==> src/rtl/mult_div.sv <==
// Sequential signed 32x32 multiplier (radix-2 Booth) and restoring divider.
// HI/LO update only on completion; done/div_zero are single-cycle registered pulses.
module mult_div (
  input  logic        clk,
  input  logic        reset,
  input  logic        mult_start,
  input  logic        div_start,
  input  logic [31:0] regA_out,
  input  logic [31:0] regB_out,
  output logic [31:0] HI_out,
  output logic [31:0] LO_out,
  output logic        busy,
  output logic        done,
  output logic        div_zero
);

  localparam int unsigned W     = 32;
  localparam int unsigned CNT_W = 6;

  typedef enum logic [1:0] {IDLE, MULT, DIV, DONE} state_e;

  state_e           state_q, state_d;
  logic [CNT_W-1:0] cnt_q, cnt_d;
  logic [W:0]       acc_q, acc_d;      // Booth upper half / division remainder
  logic [W-1:0]     shr_q, shr_d;      // Booth multiplier / dividend-then-quotient
  logic             q1_q, q1_d;        // Booth Q(-1) bit
  logic [W:0]       mcand_q, mcand_d;  // sign-extended multiplicand or divisor magnitude
  logic             neg_q_q, neg_q_d;
  logic             neg_r_q, neg_r_d;
  logic [W-1:0]     hi_q, hi_d, lo_q, lo_d;
  logic             busy_q, busy_d, done_q, done_d, dz_q, dz_d;

  logic [W:0]       sum, shifted, rem_n;
  logic             ge;
  logic [W-1:0]     a_mag, b_mag;

  // Next-state, datapath step and output logic
  always_comb begin
    state_d = state_q;
    cnt_d   = cnt_q;
    acc_d   = acc_q;
    shr_d   = shr_q;
    q1_d    = q1_q;
    mcand_d = mcand_q;
    neg_q_d = neg_q_q;
    neg_r_d = neg_r_q;
    hi_d    = hi_q;
    lo_d    = lo_q;
    busy_d  = busy_q;
    done_d  = 1'b0;
    dz_d    = 1'b0;
    sum     = acc_q;
    shifted = {acc_q[W-1:0], shr_q[W-1]};
    ge      = 1'b0;
    rem_n   = shifted;
    a_mag   = regA_out[W-1] ? W'(32'd0 - regA_out) : regA_out;
    b_mag   = regB_out[W-1] ? W'(32'd0 - regB_out) : regB_out;

    unique case (state_q)
      IDLE: begin
        if (mult_start) begin
          mcand_d = {regA_out[W-1], regA_out};
          acc_d   = '0;
          shr_d   = regB_out;
          q1_d    = 1'b0;
          cnt_d   = '0;
          busy_d  = 1'b1;
          state_d = MULT;
        end else if (div_start) begin
          mcand_d = {1'b0, b_mag};
          acc_d   = '0;
          shr_d   = a_mag;
          neg_q_d = regA_out[W-1] ^ regB_out[W-1];
          neg_r_d = regA_out[W-1];
          cnt_d   = '0;
          busy_d  = 1'b1;
          state_d = DIV;
        end
      end
      MULT: begin
        unique case ({shr_q[0], q1_q})
          2'b01:   sum = acc_q + mcand_q;
          2'b10:   sum = acc_q - mcand_q;
          default: sum = acc_q;
        endcase
        acc_d = {sum[W], sum[W:1]};
        shr_d = {sum[0], shr_q[W-1:1]};
        q1_d  = shr_q[0];
        cnt_d = cnt_q + CNT_W'(1);
        if (cnt_q == CNT_W'(W - 1)) begin
          hi_d    = acc_d[W-1:0];
          lo_d    = shr_d;
          done_d  = 1'b1;
          busy_d  = 1'b0;
          state_d = DONE;
        end
      end
      DIV: begin
        if (mcand_q[W-1:0] == '0) begin
          dz_d    = 1'b1;
          done_d  = 1'b1;
          busy_d  = 1'b0;
          state_d = DONE;
        end else begin
          ge    = (shifted >= mcand_q);
          rem_n = ge ? (shifted - mcand_q) : shifted;
          acc_d = rem_n;
          shr_d = {shr_q[W-2:0], ge};
          cnt_d = cnt_q + CNT_W'(1);
          if (cnt_q == CNT_W'(W - 1)) begin
            lo_d    = neg_q_q ? W'(32'd0 - shr_d) : shr_d;
            hi_d    = neg_r_q ? W'(32'd0 - acc_d[W-1:0]) : acc_d[W-1:0];
            done_d  = 1'b1;
            busy_d  = 1'b0;
            state_d = DONE;
          end
        end
      end
      DONE: begin
        busy_d  = 1'b0;
        state_d = IDLE;
      end
      default: state_d = IDLE;
    endcase
  end

  // State and output registers
  always_ff @(posedge clk or negedge reset) begin
    if (!reset) begin
      state_q <= IDLE;
      cnt_q   <= '0;
      acc_q   <= '0;
      shr_q   <= '0;
      q1_q    <= 1'b0;
      mcand_q <= '0;
      neg_q_q <= 1'b0;
      neg_r_q <= 1'b0;
      hi_q    <= '0;
      lo_q    <= '0;
      busy_q  <= 1'b0;
      done_q  <= 1'b0;
      dz_q    <= 1'b0;
    end else begin
      state_q <= state_d;
      cnt_q   <= cnt_d;
      acc_q   <= acc_d;
      shr_q   <= shr_d;
      q1_q    <= q1_d;
      mcand_q <= mcand_d;
      neg_q_q <= neg_q_d;
      neg_r_q <= neg_r_d;
      hi_q    <= hi_d;
      lo_q    <= lo_d;
      busy_q  <= busy_d;
      done_q  <= done_d;
      dz_q    <= dz_d;
    end
  end

  assign HI_out   = hi_q;
  assign LO_out   = lo_q;
  assign busy     = busy_q;
  assign done     = done_q;
  assign div_zero = dz_q;

endmodule

==> config.mk <==
export PLATFORM = sky130hd
export DESIGN_NAME = mult_div
export DESIGN_NICKNAME = d
export VERILOG_FILES = /design/src/rtl/mult_div.sv
export SDC_FILE = /design/constraint.sdc
export NUM_CORES = 1
export LEC_CHECK = 0
export CORE_MARGIN = 1.5
export CORE_UTILIZATION = 45
export CTS_BUF_LIST = sky130_fd_sc_hd__clkbuf_16
export CTS_CLUSTER_DIAMETER = 150
export DETAILED_ROUTE_END_ITERATION = 8
export HOLD_SLACK_MARGIN = 0.1
export PLACE_DENSITY = 0.74
export SYNTH_ARGS = -nofsm -noshare
export SYNTH_HDL_FRONTEND = slang
export SYNTH_SLANG_ARGS = --single-unit
==> constraint.sdc <==
create_clock -name clk -period 6.8 [get_ports clk]
set_input_delay 1.36 -clock clk [delete_from_list [all_inputs] [get_ports clk]]
set_output_delay 1.36 -clock clk [all_outputs]
set_load 0.03 [all_outputs]
==> summary by stage, run 1 <==
Status
The run finished with clean final reports.

Finish
Summing all multi-input logic gate instances after layout gives 11200 sq um. In the final layout, the share of cells above drive strength 1 is 5.00%. After the flow finishes, the layout carries non-filler instances totaling 2683. Counting the fill cells in the layout gives 3384.

The combined flip-flop and latch cell area is 4400 sq um. The layout overhead on the synthesized area is 12.8%. After the last flow step, the layout net total stands at 2354.

Once layout is complete, the utilization of the core stands at 51.9%.

Place
In this run the tool buffered the top-level ports with 134 buffer cells. The sum of net half-perimeters after detailed placement is 41500 microns. The number of cells after detailed placement is 2650.

The placer's final routability congestion estimate is 1.01.

Floorplan
The die covers 37800 sq um. The region available for standard cell placement spans 35800 sq um. In this run the core area contains 69 standard-cell rows. For this configuration, the core starts out at a cell density of 46.0%. 135 I/O pins were placed. The floorplan die height is 194 microns. The floorplan step set the die width to 194 microns.

Clock tree
TritonCTS built the clock tree. The number of buffers inserted to repair setup after CTS is 0. In this run the number of H-tree levels came out at 4. The post-cts repair resize count is 0. The maximum buffer depth of the clock tree is 2. The worst-skew pair later-pin latency is 0.46 ns. The clock transition time at the flip-flop clock pins of the worst setup and hold paths is 0.09 ns. The hold-fix buffer count after cts is 0. The clock drives 176 sinks. The tree is rooted in a clkbuf_16.

The number of buffers created by CTS is 17.

Critical path
The longest individual stage delay on the worst path is 0.91 ns. The worst setup path is of the reg2reg kind. The buffers plus inverters on the worst setup path is 0.

The cell family with the largest share of critical-path delay is compound AO/OA/AOI/OAI gates. Walking the worst path, the cells encountered are or4_1, nor3_1, nor4b_2, a31oi_1, xnor2_1, ha_1, a21o_1, a21o_1, a21oi_1, o21ai_0, a221o_1, o31ai_1, a31oi_1, nor4b_1, a21oi_1, o21ai_0, nand4_1, o311ai_0. The worst setup path endpoint is acc_q[30]$_DFFE_PN0P_. The reg-to-reg setup timing slack is 1.22 ns. Data on the critical path arrives at its endpoint at 5.92 ns. The cell with the largest stage delay on the worst path is nor4b_2. Tracing the worst setup path back leads to its startpoint at mcand_q[8]$_DFFE_PN0P_.

The largest fanout on the critical path is 7. The data required time of the critical path is 7.14 ns. The worst register-to-register path ends at acc_q[30]$_DFFE_PN0P_. The kind of start point of the critical path is a flip-flop. The number of cells on the worst reg-to-reg path is 18. Counting buffers and inverters, the worst setup path is 18 cells deep. The startpoint identified for the worst register-to-register timing path is mcand_q[8]$_DFFE_PN0P_.

STA classifies the critical path endpoint as a flip-flop.

Detailed routing
Wires add up to 55000 microns. The via total after detailed routing is 16721. Once detail routing completed, the nets flagged for antenna violations numbered 0. The final routed DRC violation total is 0. The detailed-route vias per instance is 6.23. The first routing iteration left 1712 violations. In the final routed layout, each cell accounts on average for 20.5 microns.

The first detailed-routing pass took 5 iterations.

Global route
The most crowded layer after global routing is met2. The maximum number of pins on one net before global-route repair is 115. For this run, the total global-route usage over all layers was measured as 28.8%. The met3 usage in global routing is 3.99%. The met2 layer usage reported by global route is 44.6%.

The global-route congestion overflow total is 0. The met1 demand-to-capacity share in global routing is 41.0%. The number of global-route vias before repair was 15377.

The first-pass GRT wire length is 86800 microns. The number of antenna violations at the first check in global routing is 0.

STA
The minimum clock period after layout is 5.58 ns. The final-report hold violation count is 0. Measured against its own limit, the worst slew margin works out to 15.3%. Setup repair after global routing left no endpoint under its margin.

Timing would allow up to 179 MHz. The slew of the pin with the lowest slew margin is 1.27 ns. The post-route clock skew is 0.0205 ns. The portion of the clock cycle consumed by the worst path in the final layout is 82.0%. Setup violations remaining at the end of the flow were counted as 0. The number of pins with negative max-slew slack in the final report came to 0.

The setup TNS is 0 ns.

Min path
The worst hold path belongs to the class reg2reg. The hold path startpoint is LO_out[2]$_DFFE_PN0P_.

Synthesis
The share of synthesized registers carrying an async set or reset is 100%. After synthesis, flip-flops and latches occupy 26.7% of the total area. The number of instances in the synthesized netlist is 2177. The synthesized netlist net count is 2323.

The count of cell types in the netlist is 95. The number of flip-flops and latches in the synthesized netlist is 176. The most used flip-flop cell after synthesis is dfrtp_1. Yosys printed 0 warnings.

The total standard cell area after synthesis is 16500 sq um. Averaged over all synthesized cells, the footprint is 7.57 sq um. The number of synthesized flops with an enable pin is 0.

Job
The tool flagged a number of max-cap violations equal to 0.
## metal layers
| layer | routed length, microns | vias up |
|---|---|---|
| met4 | 1490 | 0 |
| met3 | 4330 | 88 |
| met1 | 24900 | 7932 |
| met2 | 24300 | 768 |
| met5 | 0 | - |
| li1 | - | 7933 |
## worst min-delay path by stage
| stage | cells past startpoint | slack (ns) | to |
|---|---|---|---|
| after floorplan | 2 | 0.47 | cnt_q[1]$_DFFE_PN0P_ |
| after global placement | 2 | 0.46 | HI_out[4]$_DFFE_PN0P_ |
| after detailed placement | 2 | 0.47 | HI_out[26]$_DFFE_PN0P_ |
| after CTS | 2 | 0.49 | HI_out[3]$_DFFE_PN0P_ |
| after global routing | 1 | 0.50 | LO_out[25]$_DFFE_PN0P_ |
| final | 2 | 0.48 | LO_out[2]$_DFFE_PN0P_ |
## cell usage after synthesis (5+ instances only)
cell	instances	area share [%]
mux2i_1	39	2.4
a31oi_1	28	1.1
nand3_1	39	1.2
or4_1	16	0.73
nor2b_1	9	0.34
o31ai_1	33	1.5
buf_6	5	0.34
ha_1	76	5.8
buf_2	7	0.21
mux2_2	20	1.4
or3_1	24	0.91
nand2b_1	15	0.57
xnor2_1	82	4.4
o21ai_0	324	9.8
and3_1	17	0.65
o41ai_1	16	0.85
nor3b_1	7	0.32
nor4_1	16	0.61
a41oi_1	5	0.27
nand4_1	15	0.57
o21a_1	11	0.50
dfrtp_1	176	27
nor3_1	33	1.0
clkbuf_1	109	2.5
buf_1	14	0.32
o211ai_1	10	0.46
a21o_1	40	1.8
a211oi_1	10	0.46
o22ai_1	6	0.23
and2_1	10	0.38
inv_1	73	1.7
nand2_1	346	7.9
xor2_1	96	5.1
nor2_1	123	2.8
o21bai_1	5	0.23
a21oi_1	132	4.0
or2_2	7	0.27
a22oi_1	51	2.3
a22o_1	36	1.9
## through the flow
step	worst slack, ns	hold WS, ns	cell area, sq um
5_1_grt	0.827	0.504	18600
2_1_floorplan	1.45	0.466	16500
3_5_place_dp	1.31	0.470	18000
3_3_place_gp	1.40	0.462	18000
4_1_cts	1.30	0.489	18600
6_report	1.22	0.483	18600
## flip-flops by register name (all words and copies together) (netlist names), 2 cells and up
name	flops
acc_q	33
mcand_q	33
HI_out	32
LO_out	32
shr_q	32
cnt_q	6
state_q	2
## cell families (layout without fill, tap and decap cells)
logic type               after synthesis  after routing  share of synthesized area [%]
AO/OA/AOI/OAI                        770            770                           29.2
XOR/XNOR                             178            178                           9.46
adder cells (fa/ha/maj)               78             78                           6.01
buffers and inverters                217            261                           5.43
flip-flops                           176            176                           26.7
multiplexers                          59             59                           3.74
other                                  0              1                              0
AND/OR/NAND/NOR                      699            699                           19.4
## cell type report
| cell class | instances | share of cell area, % |
|---|---|---|
| Sequential cell | 176 | 23.7 |
| Tap cell | 461 | 3.10 |
| Inverter | 75 | 1.51 |
| Clock buffer | 17 | 2.29 |
| Clock inverter | 15 | 0.916 |
| Multi-Input combinational cell | 1784 | 60.4 |
| Antenna cell | 1 | 0.0135 |
| Timing Repair Buffer | 154 | 8.07 |
## cell usage in the layout (no fill, tap or decap), drive strengths merged, types with 18 or more instances in the layout
cell / count
mux2i: 39
xor2: 96
dfrtp: 176
or3: 24
a21o: 41
inv: 83
nor2: 123
and3: 18
mux2: 20
clkdlybuf4s50: 132
o31ai: 34
buf: 22
a22o: 36
nor3: 34
o21ai: 327
ha: 76
xnor2: 82
a31oi: 28
a21oi: 133
a22oi: 51
nand3: 39
nand2: 346
## tightest hold or removal path: cells and delay by family, from the launching register on
kind | cells | cell delay (ns)
AO/OA/AOI/OAI | 1 | 0.06
AND/OR/NAND/NOR | 1 | 0.05
flip-flops | 1 | 0.34
Power of run 1 is not shown: default switching activity piles up to over one toggle a cycle in this logic, so the estimate is an artifact.
==> run 2, diff against run 1 <==
Clock period 6.8 ns to 5.5 ns, I/O delays scaled along.
==> run 2 against run 1 <==
Compared with the run above:
- global-route usage rose by 0.65 points
- wire length rose by 1.5%
- count of clock-buffer cells in the layout did not move
- flip-flop and latch count did not move
- fmax rose by 6.4%
- final cell count rose by 0.86%
- sequential share of layout area fell by 0.28 points
- register-to-register slack got worse by 0.97 ns
- largest cell class unchanged
- core utilization rose by 0.63 points
- critical path depth rose by 1
- first-iteration DRC count rose by 19%
==> summary by stage, run 2 (synthesis results as in run 1) <==
Detailed routing
The detailed-route vias per instance is 6.24. After detailed routing, the met3 layer carries 4260 microns of wire. Summing over every cut layer, the via total after detailed routing is 16892. Summed over all nets, wire length on met2 after detailed routing comes to 24900 microns.

The routed design has 55800 microns of wire. The highest routed metal layer is met4. The routed length on met1 is 25300 microns.

For this run, the detailed router's first-pass iteration total came to 6. The count of antenna-violating nets left after detailed routing is 0. The per-cell routed wire length is 20.6 microns. The violation count after the first detailed-route iteration is 2039. In the routed design, unresolved DRC markers number 0.

Critical path
The longest individual stage delay on the worst path is 0.59 ns. The signal on the critical path passes through inv_1, ha_1, and3_1, and2_2, a2111o_1, a311oi_4, o21ai_4, nand2_1, o21ai_0, inv_1, ha_1, or4bb_1, nor2_1, a31oi_1, or2_1, or4_1, nor3_1, mux2i_1, a2bb2oi_1. Together, buffers and inverters on the worst path number 2.

STA classifies the critical path startpoint as a flip-flop. The number of cells on the worst reg-to-reg path is 19. The critical path starts at mcand_q[6]$_DFFE_PN0P_. The kind of end point of the critical path is a flip-flop. The worst reg2reg path startpoint is mcand_q[6]$_DFFE_PN0P_.

The reg-to-reg endpoint is HI_out[30]$_DFFE_PN0P_. At the worst endpoint, the required time is 5.90 ns. On the critical path, the stage with the largest delay is an instance of or4_1.

Along the worst path, the maximum fanout reaches 10. The worst setup path endpoint is HI_out[30]$_DFFE_PN0P_. In this run the register-to-register setup slack is 0.26 ns. The number of stages on the worst setup path is 19. The arrival time of data at the critical path endpoint is 5.64 ns.

The critical path is of the reg2reg type. The cell family with the largest share of critical-path delay is simple AND/OR/NAND/NOR gates.

STA
The clock arrives with 0.0158 ns of skew. The minimum clock period after layout is 5.24 ns. The highest clock rate is 191 MHz.

The final critical path takes up 95.3% of the cycle. For the final routed database, the setup TNS stands at 0 ns. Setup repair after global routing left no endpoint under its margin.

The number of pins with negative max-slew slack in the final report is 0. The final-report hold violation count came to 0. The headroom to the max-slew limit is 33.4%.

At the pin with the least slew margin, the transition time is 0.998 ns. The setup-violating endpoint count in the final report is 0.

Finish
The library cells used most frequently in the layout, excluding fill and tap cells, are nand2_1 (346), o21ai_0 (324), dfrtp_1 (176), a21oi_1 (132), clkdlybuf4s50_1 (132). The number of antenna diodes in the final layout is 0. Leaving out fill and tap cells, the most frequent cell in the layout is nand2_1. Summing all multi-input logic gate instances after layout gives 11200 sq um. Cells with a size suffix above 1 make up 6.19% of the layout. In the final layout, flip-flops and latches occupy 4400 sq um. The largest registers in the layout are acc_q (33), mcand_q (33).

The layout overhead on the synthesized area is 14.2%. Summing all non-filler instances in the final layout gives an area of 18800 sq um. The layout has 3394 filler cells. The final layout net count is 2378.

Clock tree
The maximum buffer depth of the clock tree is 2. The number of hold buffers added after CTS was 0. The tree is rooted in a clkbuf_16. In this run, CTS created clock tree buffers numbering 17. In this run the number of H-tree levels came out at 4. The clock transition time at the flip-flop clock pins of the worst setup and hold paths is 0.08 ns. The total number of clock tree sinks is 176. The worst-skew pair later-pin latency is 0.47 ns. TritonCTS built the clock tree.

Floorplan
The core region is 35800 sq um. The floorplan die height is 194 microns. The floorplan step set the die width to 194 microns. Pin placement for this block handled 135 I/O pins. The initial standard-cell utilization of the core is 46.0%. The initialized floorplan defines 69 standard-cell rows.

The die covers 37800 sq um.

Global route
Summed over all layers, the global routing overflow is 0. Entering global routing, the biggest net connects 103 pins. The overall fraction of global-route tracks in use is 29.4%. The number of global-route vias before repair was 15663. The number of antenna violations at the first check in global routing was 0.

The first global-routing pass estimated 88600 microns of wire.

Place
Buffers placed on the I/O ports in this run total 134. The congestion estimate from routability-driven global placement came to 1.02. The sum of net half-perimeters after detailed placement is 42400 microns. Summing all placed instances gives a cell area of 18200 sq um.

Min path
The type of the worst min-delay path is reg2reg. The hold path startpoint is HI_out[14]$_DFFE_PN0P_.

Status
The run finished with clean final reports.

Job
Max-cap violations in this run came to 0.
## run 2: worst min path at each step
stage | slack, ns | endpoint | cells past startpoint
3_5_place_dp | 0.47 | LO_out[19]$_DFFE_PN0P_ | 2
3_3_place_gp | 0.46 | HI_out[24]$_DFFE_PN0P_ | 1
5_1_grt | 0.51 | HI_out[24]$_DFFE_PN0P_ | 1
4_1_cts | 0.49 | LO_out[19]$_DFFE_PN0P_ | 2
2_1_floorplan | 0.47 | cnt_q[1]$_DFFE_PN0P_ | 2
6_report | 0.48 | HI_out[14]$_DFFE_PN0P_ | 2
## run 2: through the flow
stage / worst slack, ns / hold WS (ns) / util, % / cells
floorplan: 0.154 / 0.466 / - / 2177
global placement: 0.482 / 0.461 / 50.7 / 2674
detailed placement: 0.320 / 0.470 / 50.7 / 2674
CTS: 0.300 / 0.486 / 52.4 / 2706
global route: 0.00131 / 0.512 / 52.5 / 2706
finish: 0.257 / 0.479 / 52.5 / 2706
## run 2: layout make-up
cell class                      count  share of cell area (%)
Multi-Input combinational cell   1784                    59.7
Clock buffer                       17                    2.26
Timing Repair Buffer              178                    9.00
Inverter                           75                    1.50
Sequential cell                   176                    23.4
Clock inverter                     15                    1.02
Tap cell                          461                    3.07
## run 2: layer usage
layer	vias to the layer above	GRT usage (%)
li1	7974	-
met3	86	4.01
met5	-	0
met4	0	8.91
met2	782	45.5
met1	8050	42.5
## run 2: what timing repair did
action / 4_1_cts / 5_1_grt
buffers inserted: 0 / 0
gates resized for setup: 0 / 5
hold endpoints to repair: 0 / 0
endpoints found under the setup margin: 0 / 6
## run 2: tightest hold or removal path, delay by kind of cell (launching register included)
family | cells | cell delay, ns
DFF | 1 | 0.34
AOI/OAI and AO/OA | 1 | 0.06
and+or+nand+nor | 1 | 0.05
Power of run 2 is left out for the same reason.
